**src/rtl/mem_ctrl_pkg.sv**
```systemverilog
// Types and widths shared by the memory request front-end
// and the SDRAM-style controller it feeds.
package mem_ctrl_pkg;
  localparam int ADDR_W = 16;
  localparam int DATA_W = 32;
  localparam int ROW_W  = 4;
  localparam int COL_W  = 12;

  typedef enum logic [2:0] {
    CMD_NOP            = 3'b000,
    CMD_ACTIVE         = 3'b001,
    CMD_READ           = 3'b010,
    CMD_WRITE          = 3'b011,
    CMD_PRECHARGE      = 3'b100,
    CMD_REFRESH        = 3'b101,
    CMD_LOAD_MODE      = 3'b110,
    CMD_REF_OR_ACT_RNW = 3'b111
  } cmd_t;

  typedef struct packed {
    logic              wr;
    logic [ADDR_W-1:0] addr;
    logic [DATA_W-1:0] wdata;
  } mem_req_t;
endpackage

```
**src/rtl/mem_req_sequencer_if.sv**
```systemverilog
// Host request/response bundle and controller command bundle.
// master drives the request side of each link.
interface mem_req_if;
  import mem_ctrl_pkg::*;
  logic              req_valid;
  logic              req_ready;
  logic              req_wr;
  logic [ADDR_W-1:0] req_addr;
  logic [DATA_W-1:0] req_wdata;
  logic              rsp_valid;
  logic              rsp_wr;
  logic              rsp_err;
  logic [DATA_W-1:0] rsp_rdata;

  modport master (
    output req_valid, req_wr, req_addr, req_wdata,
    input  req_ready, rsp_valid, rsp_wr, rsp_err, rsp_rdata
  );
  modport slave (
    input  req_valid, req_wr, req_addr, req_wdata,
    output req_ready, rsp_valid, rsp_wr, rsp_err, rsp_rdata
  );
endinterface

interface mc_cmd_if;
  import mem_ctrl_pkg::*;
  logic              mc_cmd_n;
  logic              mc_rdnwr;
  logic [ADDR_W-1:0] mc_addr;
  logic              mc_data_in_vld;
  logic [DATA_W-1:0] mc_data_in;
  cmd_t              mc_command;
  logic [DATA_W-1:0] mc_data_out;

  modport master (
    output mc_cmd_n, mc_rdnwr, mc_addr, mc_data_in_vld, mc_data_in,
    input  mc_command, mc_data_out
  );
  modport slave (
    input  mc_cmd_n, mc_rdnwr, mc_addr, mc_data_in_vld, mc_data_in,
    output mc_command, mc_data_out
  );
endinterface

```
**src/rtl/mem_req_fifo.sv**
```systemverilog
// Synchronous request FIFO; a push while full is taken
// only when a pop frees the head slot in the same cycle.
module mem_req_fifo
  import mem_ctrl_pkg::*;
#(
  parameter int DEPTH = 4
) (
  input  logic                   clk,
  input  logic                   rst_n,
  input  logic                   i_push,
  input  mem_req_t               i_data,
  input  logic                   i_pop,
  output mem_req_t               o_data,
  output logic                   o_full,
  output logic                   o_empty,
  output logic [$clog2(DEPTH):0] o_count
);
  localparam int AW = $clog2(DEPTH);
  localparam logic [AW:0] L_FULL = (AW+1)'(DEPTH);

  mem_req_t      r_mem [DEPTH];
  logic [AW-1:0] r_wr_ptr;
  logic [AW-1:0] r_rd_ptr;
  logic [AW:0]   r_count;
  logic          w_push;
  logic          w_pop;

  assign w_pop  = i_pop && (r_count != '0);
  assign w_push = i_push && ((r_count != L_FULL) || w_pop);

  always_ff @(posedge clk) begin
    if (w_push) r_mem[r_wr_ptr] <= i_data;
  end

  always_ff @(posedge clk or negedge rst_n) begin
    if (!rst_n) begin
      r_wr_ptr <= '0;
      r_rd_ptr <= '0;
      r_count  <= '0;
    end else begin
      if (w_push) r_wr_ptr <= r_wr_ptr + 1'b1;
      if (w_pop)  r_rd_ptr <= r_rd_ptr + 1'b1;
      case ({w_push, w_pop})
        2'b10:   r_count <= r_count + 1'b1;
        2'b01:   r_count <= r_count - 1'b1;
        default: r_count <= r_count;
      endcase
    end
  end

  assign o_data  = r_mem[r_rd_ptr];
  assign o_full  = (r_count == L_FULL);
  assign o_empty = (r_count == '0);
  assign o_count = r_count;
endmodule

```
**src/rtl/mem_req_sequencer.sv**
```systemverilog
// Queues host requests and issues them one at a time to the
// memory controller, returning one-cycle completions.
module mem_req_sequencer
  import mem_ctrl_pkg::*;
#(
  parameter int DEPTH   = 4,
  parameter int RD_LAT  = 1,
  parameter int TIMEOUT = 255
) (
  input  logic     clk,
  input  logic     rst_n,
  mem_req_if.slave host,
  mc_cmd_if.master mc,
  output logic     busy
);
  localparam logic [1:0] S_IDLE  = 2'd0;
  localparam logic [1:0] S_ISSUE = 2'd1;
  localparam logic [1:0] S_WAIT  = 2'd2;
  localparam logic [1:0] S_RESP  = 2'd3;
  localparam logic [7:0] L_TO    = 8'(TIMEOUT);
  localparam logic [2:0] L_LAT   = 3'(RD_LAT);
  localparam int         CW      = $clog2(DEPTH) + 1;

  logic [1:0]        r_state;
  logic              r_wr;
  logic [7:0]        r_to_cnt;
  logic [2:0]        r_lat_cnt;
  logic              r_cmd_n;
  logic              r_rdnwr;
  logic [ADDR_W-1:0] r_addr;
  logic              r_data_vld;
  logic [DATA_W-1:0] r_wdata;
  logic              r_rsp_valid;
  logic              r_rsp_wr;
  logic              r_rsp_err;
  logic [DATA_W-1:0] r_rdata;

  mem_req_t          w_req;
  mem_req_t          w_head;
  logic              w_full;
  logic              w_empty;
  logic [CW-1:0]     w_count;
  logic              w_pop;
  logic              w_wr_ack;
  logic              w_rd_ack;
  logic [7:0]        w_to_nxt;
  logic              w_to_hit;

  assign w_req.wr    = host.req_wr;
  assign w_req.addr  = host.req_addr;
  assign w_req.wdata = host.req_wdata;
  assign w_pop       = (r_state == S_IDLE) && !w_empty;

  mem_req_fifo #(.DEPTH(DEPTH)) u_fifo (
    .clk     (clk),
    .rst_n   (rst_n),
    .i_push  (host.req_valid && host.req_ready),
    .i_data  (w_req),
    .i_pop   (w_pop),
    .o_data  (w_head),
    .o_full  (w_full),
    .o_empty (w_empty),
    .o_count (w_count)
  );

  // Acks only count when they match the direction in flight.
  assign w_wr_ack = r_wr && (mc.mc_command == CMD_WRITE);
  assign w_rd_ack = !r_wr && (mc.mc_command == CMD_READ);
  assign w_to_nxt = (r_to_cnt == 8'hFF) ? r_to_cnt
                                        : r_to_cnt + 8'd1;
  assign w_to_hit = (w_to_nxt == L_TO);

  always_ff @(posedge clk or negedge rst_n) begin
    if (!rst_n) begin
      r_state     <= S_IDLE;
      r_wr        <= 1'b0;
      r_to_cnt    <= '0;
      r_lat_cnt   <= '0;
      r_cmd_n     <= 1'b1;
      r_rdnwr     <= 1'b0;
      r_addr      <= '0;
      r_data_vld  <= 1'b0;
      r_wdata     <= '0;
      r_rsp_valid <= 1'b0;
      r_rsp_wr    <= 1'b0;
      r_rsp_err   <= 1'b0;
      r_rdata     <= '0;
    end else begin
      r_rsp_valid <= 1'b0;
      unique case (r_state)
        S_IDLE: begin
          if (!w_empty) begin
            r_state  <= S_ISSUE;
            r_wr     <= w_head.wr;
            r_to_cnt <= '0;
            r_cmd_n  <= 1'b0;
            r_rdnwr  <= !w_head.wr;
            r_addr   <= w_head.addr;
            if (w_head.wr) begin
              r_wdata    <= w_head.wdata;
              r_data_vld <= 1'b1;
            end
          end
        end
        S_ISSUE: begin
          // Ack has priority over a timeout in the same cycle.
          priority case (1'b1)
            w_wr_ack: begin
              r_state     <= S_RESP;
              r_cmd_n     <= 1'b1;
              r_data_vld  <= 1'b0;
              r_rsp_valid <= 1'b1;
              r_rsp_wr    <= 1'b1;
              r_rsp_err   <= 1'b0;
            end
            w_rd_ack: begin
              r_state    <= S_WAIT;
              r_cmd_n    <= 1'b1;
              r_lat_cnt  <= L_LAT;
            end
            w_to_hit: begin
              r_state     <= S_RESP;
              r_to_cnt    <= w_to_nxt;
              r_cmd_n     <= 1'b1;
              r_data_vld  <= 1'b0;
              r_rsp_valid <= 1'b1;
              r_rsp_wr    <= r_wr;
              r_rsp_err   <= 1'b1;
            end
            default: r_to_cnt <= w_to_nxt;
          endcase
        end
        S_WAIT: begin
          if (r_lat_cnt <= 3'd1) begin
            r_state     <= S_RESP;
            r_rdata     <= mc.mc_data_out;
            r_rsp_valid <= 1'b1;
            r_rsp_wr    <= 1'b0;
            r_rsp_err   <= 1'b0;
          end else begin
            r_lat_cnt <= r_lat_cnt - 3'd1;
          end
        end
        default: r_state <= S_IDLE;
      endcase
    end
  end

  assign host.req_ready  = !w_full;
  assign host.rsp_valid  = r_rsp_valid;
  assign host.rsp_wr     = r_rsp_wr;
  assign host.rsp_err    = r_rsp_err;
  assign host.rsp_rdata  = r_rdata;
  assign mc.mc_cmd_n       = r_cmd_n;
  assign mc.mc_rdnwr       = r_rdnwr;
  assign mc.mc_addr        = r_addr;
  assign mc.mc_data_in_vld = r_data_vld;
  assign mc.mc_data_in     = r_wdata;
  assign busy = (r_state != S_IDLE) || (w_count != '0);
endmodule

```
**src/flat_wrapper.sv**
```systemverilog
// flat-port wrapper written by rule: the top's interface ports become plain ports
module mem_req_sequencer_flat import mem_ctrl_pkg::*;
#(
  parameter int DEPTH   = 4,
  parameter int RD_LAT  = 1,
  parameter int TIMEOUT = 255
)
  (clk, rst_n, busy, host_req_valid, host_req_wr, host_req_addr, host_req_wdata, host_req_ready, host_rsp_valid, host_rsp_wr, host_rsp_err, host_rsp_rdata, mc_mc_cmd_n, mc_mc_rdnwr, mc_mc_addr, mc_mc_data_in_vld, mc_mc_data_in, mc_mc_command, mc_mc_data_out);
  mem_req_if host_i ();
  mc_cmd_if mc_i ();
  input  logic clk;
  input  logic rst_n;
  output logic busy;
  input wire logic [$bits(host_i.req_valid)-1:0] host_req_valid;
  input wire logic [$bits(host_i.req_wr)-1:0] host_req_wr;
  input wire logic [$bits(host_i.req_addr)-1:0] host_req_addr;
  input wire logic [$bits(host_i.req_wdata)-1:0] host_req_wdata;
  output wire logic [$bits(host_i.req_ready)-1:0] host_req_ready;
  output wire logic [$bits(host_i.rsp_valid)-1:0] host_rsp_valid;
  output wire logic [$bits(host_i.rsp_wr)-1:0] host_rsp_wr;
  output wire logic [$bits(host_i.rsp_err)-1:0] host_rsp_err;
  output wire logic [$bits(host_i.rsp_rdata)-1:0] host_rsp_rdata;
  output wire logic [$bits(mc_i.mc_cmd_n)-1:0] mc_mc_cmd_n;
  output wire logic [$bits(mc_i.mc_rdnwr)-1:0] mc_mc_rdnwr;
  output wire logic [$bits(mc_i.mc_addr)-1:0] mc_mc_addr;
  output wire logic [$bits(mc_i.mc_data_in_vld)-1:0] mc_mc_data_in_vld;
  output wire logic [$bits(mc_i.mc_data_in)-1:0] mc_mc_data_in;
  input wire logic [$bits(mc_i.mc_command)-1:0] mc_mc_command;
  input wire logic [$bits(mc_i.mc_data_out)-1:0] mc_mc_data_out;
  assign host_i.req_valid = host_req_valid;
  assign host_i.req_wr = host_req_wr;
  assign host_i.req_addr = host_req_addr;
  assign host_i.req_wdata = host_req_wdata;
  assign host_req_ready = host_i.req_ready;
  assign host_rsp_valid = host_i.rsp_valid;
  assign host_rsp_wr = host_i.rsp_wr;
  assign host_rsp_err = host_i.rsp_err;
  assign host_rsp_rdata = host_i.rsp_rdata;
  assign mc_mc_cmd_n = mc_i.mc_cmd_n;
  assign mc_mc_rdnwr = mc_i.mc_rdnwr;
  assign mc_mc_addr = mc_i.mc_addr;
  assign mc_mc_data_in_vld = mc_i.mc_data_in_vld;
  assign mc_mc_data_in = mc_i.mc_data_in;
  assign mc_i.mc_command = mc_mc_command;
  assign mc_i.mc_data_out = mc_mc_data_out;
  mem_req_sequencer #(.DEPTH(DEPTH), .RD_LAT(RD_LAT), .TIMEOUT(TIMEOUT)) u_core (.clk(clk), .rst_n(rst_n), .host(host_i), .mc(mc_i), .busy(busy));
endmodule
```
**config.mk**
```make
export PLATFORM = sky130hd
export DESIGN_NAME = mem_req_sequencer_flat
export DESIGN_NICKNAME = d
export VERILOG_FILES = /design/src/rtl/mem_ctrl_pkg.sv /design/src/rtl/mem_req_sequencer_if.sv /design/src/rtl/mem_req_fifo.sv /design/src/rtl/mem_req_sequencer.sv /design/src/flat_wrapper.sv
export SDC_FILE = /design/constraint.sdc
export NUM_CORES = 1
export LEC_CHECK = 0
export CORE_UTILIZATION = 58
export CTS_CLUSTER_SIZE = 12
export DETAILED_ROUTE_END_ITERATION = 16
export PLACE_DENSITY = 0.86
export SETUP_SLACK_MARGIN = 0.5
export SYNTH_ARGS = -nofsm -noshare
export SYNTH_HDL_FRONTEND = slang
export SYNTH_SLANG_ARGS = --single-unit
```
**constraint.sdc**
```tcl
create_clock -name clk -period 6.9 [get_ports clk]
set_input_delay 1.38 -clock clk [delete_from_list [all_inputs] [get_ports clk]]
set_output_delay 1.38 -clock clk [all_outputs]
set_load 0.01 [all_outputs]
```
Word-level counts from Yosys, hierarchy flattened --
Memories as Yosys holds them, arrays and structs flattened. Index checks and enable logic that the tools add are counted.
Cells by class: reduce and logical (&&, ||, !) cells 28, multiplexer cells 42, bitwise operators 1, equality and inequality tests 20, $lt $le $gt $ge 1, $add $sub $neg 6
Operator list (count):
- 8-bit two-way mux | 4
- 1-bit two-way mux | 21
- 8-bit == test, second input constant | 2
- 8-bit one-hot mux with 2 select lines | 1
- 3-bit one-hot mux with 2 select lines | 2
- 4-bit AND reduction | 3
- 2-bit two-way mux | 5
- 1-bit one-hot mux with 2 select lines | 5
- 3-bit two-way mux | 3
- 3-bit AND reduction | 3
- 8-bit by 1-bit adder with 8-bit output, second input constant | 1
- 2-bit != test, second input constant | 4
- 2-bit nonzero test | 4
- 3-bit by 2-bit == test with 1-bit output, second input constant | 2
- 1-bit logical AND | 6
- 2-bit by 1-bit != test with 1-bit output, second input constant | 3
- 2-bit one-hot mux with 3 select lines | 1
- 3-bit by 1-bit subtractor with 3-bit output, second input constant | 2
- 5-bit AND reduction | 1
- 2-bit by 1-bit adder with 2-bit output, second input constant | 2
- 2-bit by 1-bit == test with 1-bit output, second input constant | 2
- 2-bit == test, second input constant | 2
- 1-bit zero test | 4
- 4-bit by 1-bit != test with 1-bit output, second input constant | 1
- other kinds (12) | 14
Storage, ports and cells: logic and storage cells 115, memories kept 1, bits in registers 107, RAM bits 196
Memories:
- u_core.u_fifo.r_mem | words 4, bits a word 49, rd ports 1, clocked after memory_dff 0, wr ports 1, line mem_req_fifo.sv:21 | mem_req_t r_mem [DEPTH];

Depth between registers and ports, before layout --
Gate-level depths: netlist of the first run.
depth after elaboration 8, gate-level depth with buffers 12, mapped depth without buffers 10

Hierarchy --
From an unflattened synthesis of the first run, not the netlist that was laid out.
Second synthesis, totals: cell total of the unflattened synthesis 659, area, all modules 11802.6 um2
By module, submodules not included:
- mem_req_fifo | cells an instance 295, area each 7480.9 um2, instances 1
- mem_req_sequencer | cells an instance 364, area each 4321.6 um2, instances 1

Worst setup path after synthesis of the first run --
No wires, ideal clock.
kind input to register, start input host_req_valid, end memory u_core.u_fifo.r_mem[2][0] (netlist bit), enable pin, slack 3.892 ns, setup time 0.412 ns, path buffers 0, stages 1, data arrival time 2.597 ns, path through and3_1
Between the ends: cells in the longest elaborated chain, start to end 4
RTL lines:
- start, declared | line flat_wrapper.sv:14 | input wire logic [$bits(host_i.req_valid)-1:0] host_req_valid;
- 1-bit logical AND | line mem_req_sequencer.sv:57 | .i_push (host.req_valid && host.req_ready),
- 1-bit logical AND | line mem_req_fifo.sv:29 | assign w_push = i_push && ((r_count != L_FULL) || w_pop);
- 1-bit two-way mux | line mem_req_fifo.sv:32 | if (w_push) r_mem[r_wr_ptr] <= i_data;
- 1-bit two-way mux (not written as such) | line mem_req_fifo.sv:32
- end, declared | line mem_req_fifo.sv:21
No other way between the ends.

Final worst setup path of the first run --
start register u_core.r_state[1], end output busy
Between the ends: cells in the longest elaborated chain, start to end 2
RTL lines:
- start, declared | line mem_req_sequencer.sv:24 | logic [1:0] r_state;
- start signal, assigned | line mem_req_sequencer.sv:75 | r_state <= S_IDLE;
- start signal, assigned | line mem_req_sequencer.sv:93 | r_state <= S_ISSUE;
- start signal, assigned | line mem_req_sequencer.sv:109 | r_state <= S_RESP;
- 2-bit nonzero test | line mem_req_sequencer.sv:159 | assign busy = (r_state != S_IDLE) || (w_count != '0);
- 1-bit logical OR | line mem_req_sequencer.sv:159
- end, declared | line flat_wrapper.sv:13 | output logic busy;
No other way between the ends.

==> results.md, run 1 <==
- IO Pins: 175
- Global placement routability congestion: 0.8093
- Die area: 0.02082 sq mm
- Util after Layout: 0.7459
- Top cells by count, synth: edfxtp_1 (196), nand2_1 (172), dfrtp_1 (106)
- Die width: 144.3 um
- Crit end category: primary output
- RSZ-0062 raised after global routing: no
- Clock Latency Late Sink: 0.55 ns
- Vias/cell: 5.625
- Clk buf depth: 3
- Worst-Margin Slew: 1.134 ns
- PwrDens: 438.7 mW/mm^2
- Status: finished clean
- Congestion Overflow GR: 0
- R2R Path Start: u_core.u_fifo.o_count[1]
- PortBufs: 174
- Tcrit/Tclk final: 0.5139
- Slew margin rel.: 0.2439
- Cells on worst reg2reg path: 6
- Fin. Hold Viols: 0
- Setup slack at placement: 3.344 ns
- Critical hold path startpoint: u_core.host.rsp_rdata[12]
- Part of the power in registers: 0.432
- Most frequent cell after synthesis: edfxtp_1
- CTS clk-pin slew, worst paths: 0.06 ns
- Critical path fanouts, max: 5
- DR iter-0 viols: 388
- Dpl cell area: 0.01378 sq mm
- Number of synthesized flops with an enable pin: 196
- Post_cts resized: 0
- Ys async rst share: 0.3531
- Core area: 0.01965 sq mm
- Area growth syn-to-layout: 24.84%
- Internal power: 0.004429 W
- Post-route ant nets: 0
- Flops & latches, synth: 303
- Final setup fails: 0
- Clock sink total: 303
- Initial antenna violation count: 1
- Critical path's slowest cell: clkdlybuf4s50_1
- # hold bufs at CTS: 0
- Largest net degree at the start of global routing: 58
- Total power: 0.006432 W
- Vias in the first global route: 7,112
- Chip height: 144.3 um
- M3 GR Usage: 0.04570
- Mapped Avg Cell Area: 16.26 sq um
- Synth warn: 0
- H-tree lvl count: 1
- Tot GR Track Use: 0.2433
- Worst-case vdd ir drop: 0.2888 mV
- DRT Pass-1 Iters: 4
- Design area: 0.01466 sq mm
- Post-synth top area share: 0.5012
- Startpoint Class: flip-flop
- Met1 usage: 0.3110
- Critical Path AT: 2.17 ns
- Root buf cell: clkbuf_16
- CTS buffer count: 30
- First-pass GRT wire length: 37.94 mm
- Share of total power in the clock network: 0.228
- Count of cell types in the netlist: 49
- Drt drc: 0
- Final Critical Period: 3.546 ns
- Worst R2R Setup Slack: 3.42 ns
- Max_cap viols: 0
- Hold Path Class: reg2reg
- Slew Limit Fails: 0
- CTS tree: built
- Hold Path Depth: 2
- Post-Route Skew: 0.01985 ns
- Reg-to-Reg End: u_core.mc.mc_data_in_vld
- Share of cells above drive strength 1: 0.1547
- Leading area contributor after synthesis: edfxtp_1
- Setup TNS Final: 0 ns
- Average wire per standard cell: 20.32 um
- Synth area leaders: edfxtp_1 (50%), dfrtp_1 (23%), mux4_2 (9.4%)
- N_diodes: 0
- Final WS setup: 3.354 ns
- Crit path kind: reg2out
- CP Data Required Time: 5.52 ns
- Top Usage Layer GRT: met2
- Largest stage delay, worst path: 0.56 ns
- Fin nets: 1,007
- Rows: 51
- Routing usage on met2: 0.4223
- Switching Share: 0.3114
- Fillers: 1,204
- Combinational share of power: 0.339
- CP cell instances: inv_1 -> ha_1 -> nand3b_1 -> clkdlybuf4s50_1
- Top FF cell, synth: edfxtp_1
- Cells after Synth: 722
- Psw: 0.002003 W
- Post-Syn Area: 0.01174 sq mm
- Sequential area share after synthesis: 0.7294
- Detailed placer's ending HPWL: 15.02 mm
- Syn_nets: 822
- Fmax: 282.0 MHz
- Starting density of the core: 0.5975
- Leak Pwr: 5.607 nW
- Vias post-DR: 6,728
- Postcts setup bufs: 0
- Final WL: 24.30 mm
- Hold EP: u_core.host.rsp_rdata[12]
-- cell families after synthesis --
group,share of synthesized area
mux,0.1281
fa+ha+maj,0.01449
buf+inv,0.01598
xor+xnor,0.004475
simple gates,0.07842
flops,0.7294
compound gates,0.02920
-- cell type report --
cell class / instances / area [sq um] / area share
clock inverters: 4 / 31.28 / 0.002134
repair buffers: 182 / 1799 / 0.1227
clock buffers: 52 / 843.3 / 0.05753
multi-input cells: 372 / 3017 / 0.2058
inverters: 18 / 67.56 / 0.004609
well taps: 265 / 331.6 / 0.02262
flip-flops and latches: 303 / 8569 / 0.5846
-- per-stage QoR --
| stage | cells | hold WS, ns |
|---|---|---|
| finish | 1196 | 0.4724 |
| global route | 1196 | 0.4846 |
| CTS | 1196 | 0.4775 |
| detailed placement | 1140 | 0.4629 |
| global placement | 1140 | 0.4554 |
| floorplan | 722 | 0.4767 |
-- critical path: cells and delay by family, from the launching register on --
kind / cells / cell delay [ns]
DFF: 1 / 0.41
adders and majority gates: 1 / 0.30
buffers and inverters: 2 / 0.67
and+or+nand+nor: 1 / 0.25
-- how the worst max path moves through the flow --
stage	startpoint	endpoint	slack [ns]	cells past startpoint
after detailed placement	u_core.u_fifo.o_count[1]	u_core.mc.mc_data_in_vld	3.34	6
after global routing	u_core.u_fifo.o_count[1]	u_core.mc.mc_data_in_vld	3.07	6
after floorplan	host_req_valid	u_core.u_fifo.r_mem[2][0]	3.89	1
after CTS	u_core.u_fifo.o_count[1]	u_core.mc.mc_data_in_vld	3.33	6
final	u_core.r_state[1]	busy	3.35	4
after global placement	u_core.u_fifo.o_count[1]	u_core.mc.mc_data_in_vld	3.38	6
-- power groups by stage --
stage                     logic, W  clock network [W]  registers (W)
after detailed placement   0.00219                  0        0.00281
after global placement     0.00213                  0        0.00278
final                      0.00218            0.00147        0.00278
after CTS                  0.00222            0.00149        0.00278
after floorplan            0.00122                  0        0.00281
after global routing       0.00239            0.00155        0.00284
-- per-layer routing --
layer,vias up,part of all wire
met5,-,0.00054
li1,3042,-
met4,2,0.027
met2,243,0.50
met1,3389,0.40
met3,52,0.070
-- registers in the layout, indices dropped and copies added, names as in the netlist --
register	count
u_core.host.rsp_err	1
u_core.host.rsp_rdata	32
u_core.host.rsp_valid	1
u_core.host.rsp_wr	1
u_core.mc.mc_addr	16
u_core.mc.mc_cmd_n	1
u_core.mc.mc_data_in	32
u_core.mc.mc_data_in_vld	1
u_core.mc.mc_rdnwr	1
u_core.r_lat_cnt	3
u_core.r_state	2
u_core.r_to_cnt	8
u_core.r_wr	1
u_core.u_fifo.o_count	3
u_core.u_fifo.r_mem	196
u_core.u_fifo.r_rd_ptr	2
u_core.u_fifo.r_wr_ptr	2
-- cells in the final DEF, fill, tap and decap left out, types with 2 or more instances in the layout --
cell / count
dfrtp_1: 104
clkbuf_16: 30
a22o_1: 2
o21ai_0: 12
nand3_1: 7
inv_1: 18
a21oi_1: 17
nand2_1: 171
buf_4: 9
nand4_1: 2
mux2i_1: 4
a31oi_1: 3
xnor2_1: 4
edfxtp_1: 196
clkbuf_1: 21
nor2b_1: 4
mux2_2: 31
ha_1: 12
o221ai_1: 2
and3_2: 4
a31o_2: 3
o21ai_1: 2
xor2_1: 2
nor3_1: 3
and2_1: 2
clkinv_2: 3
and3_1: 3
nor2_1: 9
mux4_2: 49
clkdlybuf4s50_1: 173
Note: power is estimated with default switching activity, not from simulation.
==> run 2, diff against run 1 <==
--- a/config.mk
+++ b/config.mk
@@ -5,10 +5,10 @@
 export SDC_FILE = /design/constraint.sdc
 export NUM_CORES = 1
 export LEC_CHECK = 0
-export CORE_UTILIZATION = 58
+export CORE_UTILIZATION = 49
 export CTS_CLUSTER_SIZE = 12
 export DETAILED_ROUTE_END_ITERATION = 16
-export PLACE_DENSITY = 0.86
+export PLACE_DENSITY = 0.77
 export SETUP_SLACK_MARGIN = 0.5
 export SYNTH_ARGS = -nofsm -noshare
 export SYNTH_HDL_FRONTEND = slang
==> constraint.sdc (replaced) <==
create_clock -name clk -period 3.05 [get_ports clk]
set_input_delay 0.61 -clock clk [delete_from_list [all_inputs] [get_ports clk]]
set_output_delay 0.61 -clock clk [all_outputs]
set_load 0.01 [all_outputs]
==> results.md, run 2 (synthesized netlist as in run 1, its figures left out) <==
- RSZ-0062 raised after global routing: yes
- Setup TNS Final: 0 ns (unchanged)
- Largest register by flop count: u_core.u_fifo.r_mem
- Final setup fails: 0 (unchanged)
- Cells on worst reg2reg path: 7 (+1)
- Psw: 0.004539 W (+130%)
- Worst-case vdd ir drop: 0.6762 mV (+130%)
- Largest net degree at the start of global routing: 52 (-10%)
- Tcrit/Tclk final: 0.8252
- Core area: 0.02347 sq mm (+19%)
- Rows: 56 (+9.8%)
- Critical Path Start: u_core.u_fifo.o_count[1]
- CP Data Required Time: 2.44 ns (-3.08 ns)
- Crit end category: primary output
- CTS buffer count: 31 (+3.3%)
- Post-route ant nets: 0 (unchanged)
- Share of cells above drive strength 1: 0.1732 (+0.01855)
- Final WL: 23.76 mm (-2.2%)
- Fin. Hold Viols: 0 (unchanged)
- Starting density of the core: 0.5003 (-0.09720)
- Chip height: 156.8 um (+8.7%)
- CP cell instances: nor2_1 -> nand2_1 -> clkdlybuf4s50_1
- Global placement routability congestion: 0.8424 (+4.1%)
- N_diodes: 0 (unchanged)
- Leak Pwr: 5.722 nW (+2.0%)
- CP bufs+invs: 1 (-1)
- Hold Path Class: in2async
- Switching Share: 0.3048 (-0.006629)
- H-tree lvl count: 1 (unchanged)
- Critical path fanouts, max: 6 (+1)
- PwrDens: 994.0 mW/mm^2 (+130%)
- Vias post-DR: 6,686 (-0.62%)
- Average wire per standard cell: 18.85 um (-7.2%)
- Critical Path Sink: host_req_ready
- Vias/cell: 5.306 (-5.7%)
- Largest stage delay, worst path: 0.61 ns (+0.05 ns)
- Max_cap viols: 0 (unchanged)
- CTS tree: built
- Die width: 156.8 um (+8.7%)
- Top delay family on crit path: buffers and inverters
- Worst R2R Setup Slack: 0.68 ns (-2.74 ns)
- Most common cell after layout, fill and taps aside: edfxtp_1
- Slew margin rel.: 0.2375 (-0.006374)
- Worst-Margin Slew: 1.137 ns (+0.002722 ns)
- Placed Cells: 1,200 (+5.3%)
- Drt drc: 0 (unchanged)
- Finished Layout Cells: 1,260 (+5.4%)
- Share of total power in the clock network: 0.234 (+0.006)
- DR iter-0 viols: 460 (+19%)
- Final Critical Period: 2.517 ns
- R2R Path Start: u_core.r_to_cnt[0]
- Die area: 0.02459 sq mm (+18%)
- Clock Latency Late Sink: 0.54 ns (about the same)
- Critical Path AT: 1.91 ns (-0.26 ns)
- Combinational share of power: 0.353 (+0.014)
- Critical path's slowest cell: clkdlybuf4s50_1
- CTS clk-pin slew, worst paths: 0.06 ns (about the same)
- Startpoint Class: flip-flop
- Initial antenna violation count: 0 (-1)
- Congestion Overflow GR: 0 (unchanged)
- Crit path kind: reg2out
- Fin nets: 1,017 (+0.99%)
- Clock sink total: 303 (unchanged)
- Vias in the first global route: 6,832 (-3.9%)
- Post-Route Skew: 0.008831 ns (-0.01102 ns)
- IO Pins: 175 (unchanged)
- Max reg flops: 196 (unchanged)
- Slew Limit Fails: 0 (unchanged)
- PortBufs: 174 (unchanged)
- DRT Pass-1 Iters: 5 (+1)
- Part of the power in registers: 0.413 (-0.019)
- Root buf cell: clkbuf_16
- Internal power: 0.01035 W (+130%)
- Commonest non-fill, non-tap cells in the layout: edfxtp_1 (196), clkdlybuf4s50_1 (172), nand2_1 (171), dfrtp_1 (103), mux4_2 (49)
- Tot GR Track Use: 0.1969 (-0.04638)
- Status: finished clean
- Area growth syn-to-layout: 27.59%
- Clk buf depth: 3 (unchanged)
- Reg-to-Reg End: u_core.r_state[0]
- WP depth: 3 (-1)
- Fmax: 397.3 MHz
- First-pass GRT wire length: 36.71 mm (-3.2%)
- Detailed placer's ending HPWL: 14.35 mm (-4.5%)
-- run 2: cell count changes in the layout (fill, tap and decap cells not counted), moves of 2 or more --
cell	before	now
clkinv_2	3	5
buf_12	0	7
clkbuf_1	21	16
clkbuf_8	1	4
-- run 2: repair_timing --
action                                  4_1_cts  5_1_grt
buffers inserted                              2        0
pin swaps                                     2        0
endpoints found under the setup margin       45        6
hold buffers                                  0        0
gates resized for setup                       4        3
gates cloned                                  1        0
-- run 2: routing by layer --
layer,routed length [um],GRT usage,vias up
met5,0,0,-
met1,9737,0.2557,3359
met3,1962,0.04874,21
met4,284,0.04949,0
li1,-,-,3065
met2,11770,0.3327,241
-- run 2: layout make-up --
cell class / count / area, sq um
sequential: 303 / 8571
fill: 1664 / 8491
multi-input combinational: 373 / 3053
timing repair buffer: 190 / 1946
clock buffer: 51 / 890.9
tap: 319 / 399.1
inverter: 18 / 67.56
clock inverter: 6 / 55.05
-- run 2: per-stage QoR --
step	area (sq um)	total power [W]	hold WS (ns)	util	setup WS, ns
2_1_floorplan	11740	0.009128	0.3144	-	0.5556
3_3_place_gp	13980	0.01132	0.4558	0.5958	0.2226
3_5_place_dp	13980	0.01144	0.4615	0.5958	0.08349
4_1_cts	14970	0.01507	0.1516	0.6380	0.4731
5_1_grt	14980	0.01571	0.1652	0.6383	0.4443
6_report	14980	0.01489	0.1243	0.6383	0.5331
-- run 2: power by group through the flow --
stage | Sequential [W] | Clock (W) | Combinational, W
floorplan | 0.00636 | 0 | 0.00276
global placement | 0.00616 | 0 | 0.00516
detailed placement | 0.00621 | 0 | 0.00523
CTS | 0.00616 | 0.00357 | 0.00534
global route | 0.00626 | 0.00372 | 0.00573
finish | 0.00615 | 0.00349 | 0.00526
-- run 2: worst min-delay path by stage --
stage,endpoint,slack (ns),cells after the start
4_1_cts,u_core.host.rsp_rdata[11],0.15,1
5_1_grt,u_core.host.rsp_rdata[9],0.17,1
3_5_place_dp,u_core.host.rsp_rdata[19],0.46,2
3_3_place_gp,u_core.host.rsp_rdata[26],0.46,2
2_1_floorplan,u_core.host.rsp_err,0.31,0
6_report,u_core.host.rsp_rdata[11],0.12,1
